`config.mk`:
```
export PLATFORM = sky130hd
export DESIGN_NAME = bit_serial_adder
export DESIGN_NICKNAME = d
export VERILOG_FILES = /design/src/rtl/bit_serial_pkg.sv /design/src/rtl/FA_X1.sv /design/src/rtl/bit_serial_adder.sv
export SDC_FILE = /design/constraint.sdc
export NUM_CORES = 1
export LEC_CHECK = 0
export CAP_MARGIN = 20
export CORE_MARGIN = 2
export CORE_UTILIZATION = 41
export DETAILED_ROUTE_END_ITERATION = 10
export PLACE_DENSITY = 0.65
export SLEW_MARGIN = 10
export SYNTH_ARGS = -nofsm -noshare
export SYNTH_HDL_FRONTEND = slang
export SYNTH_SLANG_ARGS = --single-unit
```
`constraint.sdc`:
```
create_clock -name CK -period 1.47 [get_ports CK]
set_input_delay 0.294 -clock CK [delete_from_list [all_inputs] [get_ports CK]]
set_output_delay 0.294 -clock CK [all_outputs]
set_load 0.01 [all_outputs]
```
`src/rtl/bit_serial_pkg.sv`:
```
// Shared types and defaults for the bit-serial adder.
package bit_serial_pkg;

  localparam int unsigned DEFAULT_WIDTH = 8;

  typedef enum logic [1:0] {
    IDLE = 2'd0,
    RUN  = 2'd1,
    FIN  = 2'd2
  } state_t;

endpackage

```
`src/rtl/FA_X1.sv`:
```
// Single-bit full-adder cell: S = A ^ B ^ CI, CO = majority(A, B, CI).
module FA_X1 (
  input  logic A,
  input  logic B,
  input  logic CI,
  output logic CO,
  output logic S
);

  assign S  = A ^ B ^ CI;
  assign CO = (A & B) | (CI & (A ^ B));

endmodule

```
`src/rtl/bit_serial_adder.sv`:
```
// LSB-first serial adder: one FA_X1 cell plus a carry flop, one bit per clock.
module bit_serial_adder
  import bit_serial_pkg::*;
#(
  parameter int unsigned WIDTH = DEFAULT_WIDTH
) (
  input  logic             CK,
  input  logic             RN,
  input  logic             START,
  input  logic [WIDTH-1:0] A,
  input  logic [WIDTH-1:0] B,
  input  logic             CI,
  output logic             BUSY,
  output logic             DONE,
  output logic [WIDTH-1:0] S,
  output logic             CO
);

  localparam int unsigned CNT_W = $clog2(WIDTH + 1);

  state_t             state_q, state_d;
  logic [WIDTH-1:0]   a_sr_q, a_sr_d;
  logic [WIDTH-1:0]   b_sr_q, b_sr_d;
  logic [WIDTH-1:0]   sum_sr_q, sum_sr_d;
  logic               carry_q, carry_d;
  logic [CNT_W-1:0]   cnt_q, cnt_d;
  logic [WIDTH-1:0]   s_q, s_d;
  logic               co_q, co_d;
  logic               busy_q, busy_d;
  logic               done_q, done_d;

  logic               fa_s_c;
  logic               fa_co_c;
  logic [WIDTH-1:0]   sum_shift_c;

  // The single bit cell always sees the current LSBs and the carry flop.
  FA_X1 u_fa (
    .A  (a_sr_q[0]),
    .B  (b_sr_q[0]),
    .CI (carry_q),
    .CO (fa_co_c),
    .S  (fa_s_c)
  );

  // New sum bit enters at the MSB; after WIDTH shifts bit 0 holds the sum LSB.
  // The widened shift also covers WIDTH=1 without a degenerate slice.
  assign sum_shift_c = WIDTH'({fa_s_c, sum_sr_q} >> 1);

  // State register.
  always_ff @(posedge CK or negedge RN) begin
    if (!RN) begin
      state_q <= IDLE;
    end else begin
      state_q <= state_d;
    end
  end

  // Datapath and output registers.
  always_ff @(posedge CK or negedge RN) begin
    if (!RN) begin
      a_sr_q   <= '0;
      b_sr_q   <= '0;
      sum_sr_q <= '0;
      carry_q  <= 1'b0;
      cnt_q    <= '0;
      s_q      <= '0;
      co_q     <= 1'b0;
      busy_q   <= 1'b0;
      done_q   <= 1'b0;
    end else begin
      a_sr_q   <= a_sr_d;
      b_sr_q   <= b_sr_d;
      sum_sr_q <= sum_sr_d;
      carry_q  <= carry_d;
      cnt_q    <= cnt_d;
      s_q      <= s_d;
      co_q     <= co_d;
      busy_q   <= busy_d;
      done_q   <= done_d;
    end
  end

  // Next-state and datapath sequencing; START is only looked at in IDLE and FIN.
  always_comb begin
    state_d  = state_q;
    a_sr_d   = a_sr_q;
    b_sr_d   = b_sr_q;
    sum_sr_d = sum_sr_q;
    carry_d  = carry_q;
    cnt_d    = cnt_q;
    s_d      = s_q;
    co_d     = co_q;

    unique case (state_q)
      IDLE, FIN: begin
        if (START) begin
          a_sr_d   = A;
          b_sr_d   = B;
          sum_sr_d = '0;
          carry_d  = CI;
          cnt_d    = '0;
          state_d  = RUN;
        end else begin
          state_d  = IDLE;
        end
      end
      RUN: begin
        sum_sr_d = sum_shift_c;
        a_sr_d   = a_sr_q >> 1;
        b_sr_d   = b_sr_q >> 1;
        carry_d  = fa_co_c;
        cnt_d    = cnt_q + CNT_W'(1);
        if (cnt_q == CNT_W'(WIDTH - 1)) begin
          s_d     = sum_shift_c;
          co_d    = fa_co_c;
          state_d = FIN;
        end
      end
      default: begin
        state_d = IDLE;
      end
    endcase

    busy_d = (state_d == RUN);
    done_d = (state_d == FIN);
  end

  assign BUSY = busy_q;
  assign DONE = done_q;
  assign S    = s_q;
  assign CO   = co_q;

endmodule
```
==> summary.md, run 1 <==
| Metric | Value |
|---|---|
| Ys flop type | dfrtp_1 |
| Max Freq | 728 MHz |
| Endpoint class of the critical path | flop |
| Final setup margin | 0.0971 ns |
| Antenna-violating nets left | 0 |
| Critical path required time | 1.65 ns |
| Multiplexer area fraction after synthesis | 7.09% |
| Critical path class | reg -> reg |
| DRT Pass-1 Iters | 4 |
| Final setup fails | 0 |
| Place WS | -0.127 ns |
| Startpoint types | flop |
| Placeable Area | 3970 um^2 |
| DR WL/cell | 14.7 um |
| Logic pwr share | 40.6% |
| Sw frac | 34.1% |
| Max FO, Critical Path | 8 |
| TritonCTS Sinks | 41 |
| Routability cong. | 0.769 |
| Top post-synthesis cells by area | dfrtp_1 61%, a22oi_1 5.4%, a22o_1 5.2%, mux2_2 4.7%, nand3_1 3.6% |
| Synth Area in Simple Gates | 12.0% |
| Post-Synth Adder-Cell Area | 1.94% |
| Critical path arrival | 1.55 ns |
| Dpl hpwl | 2460 um |
| Worst Max-Slew Pin Slew | 0.504 ns |
| Hold Buf Count CTS | 0 |
| Top cell type's share of synthesized area | 61.2% |
| Synthesized flop and latch total | 41 |
| Slew margin rel. | 66.4% |
| Asr flop ratio synth | 100% |
| CTS buffer count | 5 |
| Crit share post-route | 93.4% |
| VDD IR max | 941 uV |
| Status | complete, no violations |
| Die area | 4610 um^2 |
| Initial drt markers | 84 |
| Sequential Power Share | 41.8% |
| Fin Clk Skew | 0.00446 ns |
| Fin. max-slew vios | 0 |
| Clk root buf | clkbuf_8 |
| Pwr/cell area | 2050 nW/um^2 |
| Gate Count Post-Synth | 137 |
| Row cnt | 23 |
| Syn Std Cell Area | 1680 um^2 |
| Syn_nets | 159 |
| Remaining Overflow, GRT | 0 |
| Clock-pin slew on the worst setup and hold paths | 0.07 ns |
| Clock share of power | 17.6% |
| Post-Route WL | 3390 um |
| TritonCTS clock tree | done |
| Pin count of the biggest net entering global routing | 42 |
| Worst hold-check path type | in -> async |
| Sequential area share after synthesis | 61.2% |
| Post-synth top cells | 41 x dfrtp_1, 16 x nand2_1, 12 x a22oi_1, 12 x nand3_1, 10 x a22o_1 |
| Layout area overhead | 32.6% |
| Count leader, synth | dfrtp_1 |
| MaxCap Viol Count | 0 |
| Internal power | 2.99 mW |
| Yosys top cell by area | dfrtp_1 |
| Vias in the first global route | 1199 |
| YS warnings | 0 |
| Layout Nets | 201 |
| DR DRC count | 0 |
| Xor/xnor share of the synthesized area | 0.523% |
| Diode count | 0 |
| Net switching power | 1.55 mW |
| EDFF count, synth | 0 |
| Avg Cell Area, Syn | 12.2 um^2 |
| Fraction of final layout cells sized beyond drive strength 1 | 17.8% |
| Distinct cells, synth | 24 |
| Total number of vias | 1201 |
| I/O pins | 31 |
| H-tree depth | 2 |
| Starting Density | 42.2% |
| Port Buffer Count | 30 |
| Skew-Pair Late Insertion Delay | 0.29 ns |
| GR Util All Layers | 17.2% |
| Die H | 67.9 um |
| Post-synthesis compound-gate area fraction | 13.2% |
| Cell area after layout | 2220 um^2 |
| Hold violation count in the final report | 0 |
| Largest family of logic cells by synthesized area | compound AO/OA/AOI/OAI gates |
| Pleak | 1.09 nW |
| Initial antenna violation count | 0 |
| Final Critical Period | 1.37 ns |
| First-pass GRT wire length | 5600 um |
| Area post-placement | 2110 um^2 |
| Chip width | 67.9 um |
| Maximum buffer depth of the clock tree | 2 |
| Detailed-route vias per instance | 5.22 |
## layer usage
| layer | part of all wire (%) | routed length [um] | global-route usage (%) |
|---|---|---|---|
| met5 | 0 | 0 | 0 |
| met2 | 50 | 1700 | 29.0 |
| met3 | 6.3 | 214 | 6.09 |
| met1 | 42 | 1430 | 20.6 |
| met4 | 1.2 | 42 | 5.25 |
## sequential cells by signal (all words and copies together), names as in the netlist
signal,flops
DONE,1
CO,1
state_q,2
BUSY,1
sum_sr_q,7
a_sr_q,8
cnt_q,4
carry_q,1
S,8
b_sr_q,8
## worst max-delay path, stage by stage, from the launching register on
cell and delay (ns):
dfrtp_1 0.36, ha_1 0.19, nand2_2 0.09, nor3_4 0.13
buf_6 0.16, mux2_2 0.33
## area by class of cell
type | count | area [um^2]
fill | 339 | 1750
sequential | 41 | 1030
multi-input combinational | 82 | 586
timing repair buffer | 44 | 427
clock buffer | 7 | 96.3
tap | 50 | 62.6
inverter | 5 | 18.8
clock inverter | 1 | 5.00
## placed cells by master, fill, tap and decap left out, types with 2 or more instances in the layout
cell / instances
dfrtp_1: 41
clkdlybuf4s50_1: 18
nand2_1: 15
a22oi_1: 12
nand3_1: 12
buf_4: 11
a22o_1: 10
dlygate4sd2_1: 8
mux2_2: 7
clkbuf_8: 7
inv_1: 5
mux2i_1: 4
nor3_1: 3
a221o_1: 3
nor2_1: 3
dlymetal6s2s_1: 3
nand2b_1: 2
nor2b_1: 2
buf_12: 2
## worst paths after layout
check | startpoint | end | slack (ns) | depth (start not counted)
setup / recovery | cnt_q[1] | S[1] | 0.1 | 5
hold / removal | RN | S[0] | 0.05 | 2
setup reg to reg | cnt_q[1] | S[1] | 0.1 | 5
hold reg to reg | a_sr_q[5] | a_sr_q[5] | 0.50 | 2
max in group asynchronous | RN | b_sr_q[4] | 1.07 | 2
min in group CK | a_sr_q[5] | a_sr_q[5] | 0.50 | 2
## per-stage QoR
stage	total power [mW]	hold slack [ns]	cells	util (%)	TNS, ns
global route	4.90	0.0940	230	55.9	-0.00896
detailed placement	3.84	0.380	221	53.1	-1.58
finish	4.54	0.0461	230	55.9	0
CTS	4.57	0.0645	229	55.4	0
floorplan	3.05	-0.00159	137	-	-0.0174
global placement	3.75	0.381	221	53.1	-1.03
## kinds of logic (layout without fill, tap and decap cells)
kind of cell	Yosys count	in the layout
flops	41	41
simple gates	41	41
compound gates	27	27
buf+inv	14	57
mux	11	11
fa+ha+maj	2	2
xor+xnor	1	1
## timing repair
action,4_1_cts,5_1_grt
pin swaps,0,0
buffers inserted,0,1
endpoints found under the setup margin,8,12
gates resized for setup,8,5
## power by group through the flow
stage               Clock (mW)  Sequential, mW  Combinational, mW
floorplan                    0            1.92               1.13
CTS                      0.814            1.90               1.85
global route             0.884            1.97               2.05
finish                   0.798            1.90               1.85
detailed placement           0            1.93               1.91
global placement             0            1.90               1.84
Note: power is estimated with default switching activity, not from simulation.
==> inputs of run 2 (changes only) <==
--- a/config.mk
+++ b/config.mk
@@ -5,10 +5,11 @@
 export SDC_FILE = /design/constraint.sdc
 export NUM_CORES = 1
 export LEC_CHECK = 0
+export ABC_AREA = 0
 export CAP_MARGIN = 20
-export CORE_MARGIN = 2
 export CORE_UTILIZATION = 41
 export DETAILED_ROUTE_END_ITERATION = 10
+export GPL_TIMING_DRIVEN = 0
 export PLACE_DENSITY = 0.65
 export SLEW_MARGIN = 10
 export SYNTH_ARGS = -nofsm -noshare
==> run 2 against run 1 <==
  * Sequential cell count unchanged
  * Die area is 5.8% lower
  * Clock power about the same
  * Critical endpoint is now b_sr_q[0]
==> summary.md, run 2 (same netlist as run 1, synthesis figures left out) <==
| Metric | Value |
|---|---|
| Clock-pin slew on the worst setup and hold paths | 0.07 ns (about the same) |
| Die H | 65.9 um (-2.9%) |
| DR WL/cell | 14.8 um (+0.31%) |
| Routability cong. | 0.755 (-1.8%) |
| Crit share post-route | 98.7% (+5.3 points) |
| H-tree depth | 2 (unchanged) |
| Initial antenna violation count | 0 (unchanged) |
| Fraction of final layout cells sized beyond drive strength 1 | 19.6% (+1.8 points) |
| Max FO, Critical Path | 10 (+2) |
| Logic pwr share | 41.8% (+1.2 points) |
| VDD IR max | 779 uV (-17%) |
| Internal power | 3.05 mW (+2.0%) |
| Vias in the first global route | 1180 (-1.6%) |
| Clock share of power | 17.1% (-0.5 points) |
| Startpoint types | input port |
| TritonCTS clock tree | done |
| Hold violation count in the final report | 0 (unchanged) |
| Net switching power | 1.59 mW (+2.6%) |
| Core Util, Final | 59.6% (+3.7 points) |
| TritonCTS Sinks | 41 (unchanged) |
| Remaining Overflow, GRT | 0 (unchanged) |
| Clk root buf | clkbuf_8 |
| RSZ-0062 raised after global routing | true |
| Slew margin rel. | 66.6% (+0.16 points) |
| Starting Density | 44.1% (+1.9 points) |
| Initial drt markers | 77 (-8.3%) |
| Dpl cells | 216 (-2.3%) |
| Port Buffer Count | 30 (unchanged) |
| Total number of vias | 1208 (+0.58%) |
| Detailed-route vias per instance | 5.21 (-0.28%) |
| Endpoint class of the critical path | flop |
| I/O pins | 31 (unchanged) |
| GR Util All Layers | 18.2% (+1.0 points) |
| Pwr/cell area | 2050 nW/um^2 (+0.29%) |
| Final Critical Period | 1.45 ns (+0.0784 ns) |
| Antenna-violating nets left | 0 (unchanged) |
| Post-Route WL | 3430 um (+1.2%) |
| Row cnt | 22 (-4.3%) |
| Sw frac | 34.2% (+0.11 points) |
| Status | complete, no violations |
| Critical path required time | 1.65 ns (about the same) |
| Worst path slowest cell | clkdlybuf4s50_1 |
| Diode count | 0 (unchanged) |
| Die area | 4350 um^2 (-5.8%) |
| Worst path top cell family by delay | buffers and inverters |
| Worst path bufs/invs | 2 (+1) |
| Pleak | 1.09 nW (-0.22%) |
| Dpl hpwl | 2260 um (-8.2%) |
| Sequential Power Share | 41.1% (-0.7 points) |
| Final setup fails | 0 (unchanged) |
| Pin count of the biggest net entering global routing | 31 (-26%) |
| Finished Layout Cells | 232 (+0.87%) |
| DRT Pass-1 Iters | 4 (unchanged) |
| Worst hold-check path type | in -> async |
| Worst Max-Slew Pin Slew | 0.502 ns (-0.00238 ns) |
| Critical path class | in -> reg |
| CTS buffer count | 5 (unchanged) |
| Skew-Pair Late Insertion Delay | 0.29 ns (about the same) |
| Layout area overhead | 35.1% |
| Layout Nets | 205 (+2.0%) |
| Commonest non-fill, non-tap cells in the layout | 41 x dfrtp_1, 18 x clkdlybuf4s50_1, 15 x nand2_1 |
| Chip width | 65.9 um (-2.9%) |
| Cell Chain, Critical Path | clkdlybuf4s50_1 -> nor2b_1 -> clkbuf_4 -> nor3_1 -> a221o_1 |
| Worst setup path start | START |
| Fin. max-slew vios | 0 (unchanged) |
| RR Startpoint | state_q[1] |
| DR DRC count | 0 (unchanged) |
| Placeable Area | 3800 um^2 (-4.3%) |
| Maximum buffer depth of the clock tree | 2 (unchanged) |
| Slowest stage delay, CP | 0.47 ns (+0.11 ns) |
| First-pass GRT wire length | 5670 um (+1.2%) |
| Max Freq | 689 MHz (-5.4%) |
| Fin Clk Skew | 0.00502 ns (+0.000561 ns) |
| Most common cell after layout, fill and taps aside | dfrtp_1 |
| Total power | 4.64 mW (+2.2%) |
| Critical path arrival | 1.63 ns (+0.08 ns) |
| MaxCap Viol Count | 0 (unchanged) |
run 2: changes by cell type in the layout (fill, tap and decap cells not counted), sizes merged:
cell          before  now
clkbuf             7   11
dlygate4sd3        0    1
buf               15   14
dlygate4sd2        8   10
dlymetal6s2s       3    1
run 2: routing by layer:
metal	GRT usage (%)	share of wire (%)	up-vias
li1	-	-	581
met2	26.5	45	25
met4	8.97	2.1	0
met3	5.17	3.9	8
met5	0	0	-
met1	24.6	49	594
run 2: stage by stage:
step	worst slack [ns]	hold slack [ns]	TNS, ns	area, um^2
2_1_floorplan	-0.00249	-0.00159	-0.0174	1680
3_3_place_gp	-0.879	0.480	-41.99	2040
3_5_place_dp	-0.278	0.201	-6.25	2050
4_1_cts	0.0103	0.417	0	2190
5_1_grt	-0.0109	0.430	-0.0232	2260
6_report	0.0187	0.422	0	2260
run 2: area by class of cell:
| class | instances | area, um^2 |
|---|---|---|
| buffer | 9 | 55.1 |
| clock buffer | 7 | 96.3 |
| clock inverter | 1 | 5.00 |
| fill | 312 | 1540 |
| inverter | 5 | 18.8 |
| multi-input combinational | 82 | 622 |
| sequential | 41 | 1030 |
| tap | 48 | 60.1 |
| timing repair buffer | 39 | 380 |
run 2: worst paths after layout:
| path | end | slack [ns] | depth (start not counted) |
|---|---|---|---|
| max | b_sr_q[0] | 0.02 | 5 |
| min | a_sr_q[1] | 0.42 | 2 |
| max reg2reg | S[4] | 0.05 | 5 |
| min reg2reg | a_sr_q[2] | 0.50 | 2 |
| max in group asynchronous | cnt_q[1] | 0.59 | 3 |
| min in group CK | a_sr_q[2] | 0.50 | 2 |
run 2: power groups by stage:
stage	combinational, mW	sequential [mW]	clock, mW
floorplan	1.13	1.92	0
global placement	1.73	1.90	0
detailed placement	1.78	1.92	0
CTS	1.80	1.89	0.825
global route	2.16	1.97	0.884
finish	1.94	1.91	0.795
run 2: repair_timing:
action                                  4_1_cts  5_1_grt
hold buffers                                  1        0
buffers inserted                              4        3
pin swaps                                     1        1
gates resized for setup                      11       17
gates cloned                                  0        0
hold endpoints to repair                     11        0
endpoints found under the setup margin       18       20
==> inputs of run 3 (changes only) <==
--- a/config.mk
+++ b/config.mk
@@ -10,7 +10,7 @@
 export CORE_UTILIZATION = 41
 export DETAILED_ROUTE_END_ITERATION = 10
 export GPL_TIMING_DRIVEN = 0
-export PLACE_DENSITY = 0.65
+export PLACE_DENSITY = 0.71
 export SLEW_MARGIN = 10
 export SYNTH_ARGS = -nofsm -noshare
 export SYNTH_HDL_FRONTEND = slang
==> run 3 against run 2 <==
  * The flow now finishes with violations (negative setup slack)
  * Via count is 1.5% higher
  * Combinational power down 7%
  * Global-route usage increased by 0.26 points
  * Setup slack worse by 0.035 ns
  * Critical endpoint is now S[1]
  * Sequential share of layout area up 0.61 points
  * Largest power group is now registers
==> summary.md, run 3 (same netlist as run 1, synthesis figures left out) <==
| Metric | Value |
|---|---|
| Antenna-violating nets left | 0 (unchanged) |
| Routability cong. | 0.760 (+0.60%) |
| First-pass GRT wire length | 5840 um (+3.1%) |
| Fin Clk Skew | 0.00225 ns (-0.00277 ns) |
| Startpoint types | flop |
| Final setup margin | -0.0166 ns (-0.0353 ns) |
| Die H | 65.9 um (unchanged) |
| DR DRC count | 0 (unchanged) |
| R2R depth | 5 (unchanged) |
| Layout area overhead | 33.3% |
| Critical path arrival | 1.67 ns (+0.04 ns) |
| Crit share post-route | 101% (+2.4 points) |
| Total power | 4.66 mW (+0.33%) |
| Layout Nets | 203 (-0.98%) |
| Min Hold Slack | 0.409 ns (-0.0123 ns) |
| Maximum buffer depth of the clock tree | 2 (unchanged) |
| Failing checks | negative setup slack |
| MaxCap Viol Count | 0 (unchanged) |
| Detailed-route vias per instance | 5.33 (+2.4%) |
| Fin. max-slew vios | 0 (unchanged) |
| H-tree depth | 2 (unchanged) |
| Critical path class | reg -> reg |
| Hold violation count in the final report | 0 (unchanged) |
| Remaining Overflow, GRT | 0 (unchanged) |
| Chip width | 65.9 um (unchanged) |
| Pin count of the biggest net entering global routing | 31 (unchanged) |
| Placeable Area | 3800 um^2 (unchanged) |
| GR Util All Layers | 18.4% (+0.26 points) |
| Fraction of final layout cells sized beyond drive strength 1 | 18.7% (-0.88 points) |
| Initial antenna violation count | 0 (unchanged) |
| Slew margin rel. | 79.6% (+13 points) |
| Endpoint class of the critical path | flop |
| VDD IR max | 942 uV (+21%) |
| Post-Route WL | 3430 um (about the same) |
| Die area | 4350 um^2 (unchanged) |
| Pwr/cell area | 2090 nW/um^2 (+1.7%) |
| Commonest non-fill, non-tap cells in the layout | 41 x dfrtp_1, 19 x clkdlybuf4s50_1, 16 x nand2_1 |
| TritonCTS clock tree | done |
| Dpl hpwl | 2330 um (+3.2%) |
| Row cnt | 22 (unchanged) |
| I/O pins | 31 (unchanged) |
| Critical path required time | 1.66 ns (about the same) |
| DRT Pass-1 Iters | 4 (unchanged) |
| Worst hold-check path type | in -> async |
| Most common cell after layout, fill and taps aside | dfrtp_1 |
| Max FO, Critical Path | 10 (unchanged) |
| Setup_tns | -0.0693 ns (-0.0693 ns) |
| Clock-pin slew on the worst setup and hold paths | 0.08 ns (about the same) |
| Port Buffer Count | 30 (unchanged) |
| TritonCTS Sinks | 41 (unchanged) |
| DR WL/cell | 14.9 um (+0.84%) |
| RSZ-0062 raised after global routing | true |
| Vias in the first global route | 1224 (+3.7%) |
| Final setup fails | 7 (+7) |
| Clk root buf | clkbuf_8 |
| Starting Density | 44.1% (unchanged) |
| Skew-Pair Late Insertion Delay | 0.30 ns (about the same) |
| Worst Max-Slew Pin Slew | 0.305 ns (-0.196 ns) |
| Max Freq | 673 MHz (-2.4%) |
| Total number of vias | 1226 (+1.5%) |
| Pleak | 1.07 nW (-2.0%) |
| Diode count | 0 (unchanged) |
| Initial drt markers | 46 (-40%) |
| Status | finished, violations left |
| Final Critical Period | 1.49 ns (+0.0353 ns) |
| CTS buffer count | 5 (unchanged) |
run 3: cell types whose count changed in the layout (fill, tap and decap cells not counted), moves of 2 or more:
cell    change
buf_2       +2
buf_4       -3
mux2_2      +7
mux2_4      -7
run 3: power by group:
part / total, mW / internal [mW] / leakage (nW) / switching (mW)
clock: 0.953 / 0.552 / 0.0574 / 0.401
combinational: 1.80 / 0.895 / 0.491 / 0.906
sequential: 1.90 / 1.62 / 0.522 / 0.285
run 3: repair_timing:
action | CTS | global route
gates cloned | 0 | 0
setup endpoints to repair | 18 | 20
resized for setup | 9 | 9
setup buffers | 4 | 1
endpoints found under the hold margin | 11 | 0
hold buffers | 1 | 0
pin swaps | 1 | 1
run 3: through the flow:
step / utilization [%] / cell area [um^2] / cells / setup slack, ns
after CTS: 58.2 / 2210 / 229 / 0.00142
after global routing: 58.8 / 2230 / 230 / -0.0454
after detailed placement: 54.0 / 2050 / 216 / -0.283
final: 58.8 / 2230 / 230 / -0.0166
after global placement: 53.6 / 2040 / 215 / -0.836
after floorplan: - / 1680 / 137 / -0.00249
run 3: critical path, stage by stage (launching register included):
cell and delay [ns]:
dfrtp_1 0.38, nand2b_1 0.16, buf_6 0.15, nor3_4 0.20, buf_12 0.15, mux2_2 0.33
run 3: path summary, 6_finish.rpt:
kind	from	end	slack [ns]
max	state_q[1]	S[1]	-0.02
min	RN	DONE	0.41
max reg2reg	state_q[1]	S[1]	-0.02
min reg2reg	a_sr_q[4]	a_sr_q[4]	0.50
max in group asynchronous	RN	b_sr_q[2]	0.61
min in group CK	a_sr_q[4]	a_sr_q[4]	0.50
run 3: layout make-up:
type	instances	area [um^2]
Clock buffer	6	82.6
Inverter	5	18.8
Timing Repair Buffer	37	367
Multi-Input combinational cell	82	591
Fill cell	320	1570
Clock inverter	2	37.5
Sequential cell	41	1030
Tap cell	48	60.1
Buffer	9	51.3
run 3: routing by layer:
metal	global-route usage [%]	vias to the layer above	wire length (um)	share of wire, %
met5	0	-	0	0
met4	8.97	0	65	1.9
met3	5.17	6	134	3.9
met2	25.9	28	1570	46
met1	26.0	615	1650	48
li1	-	577	-	-
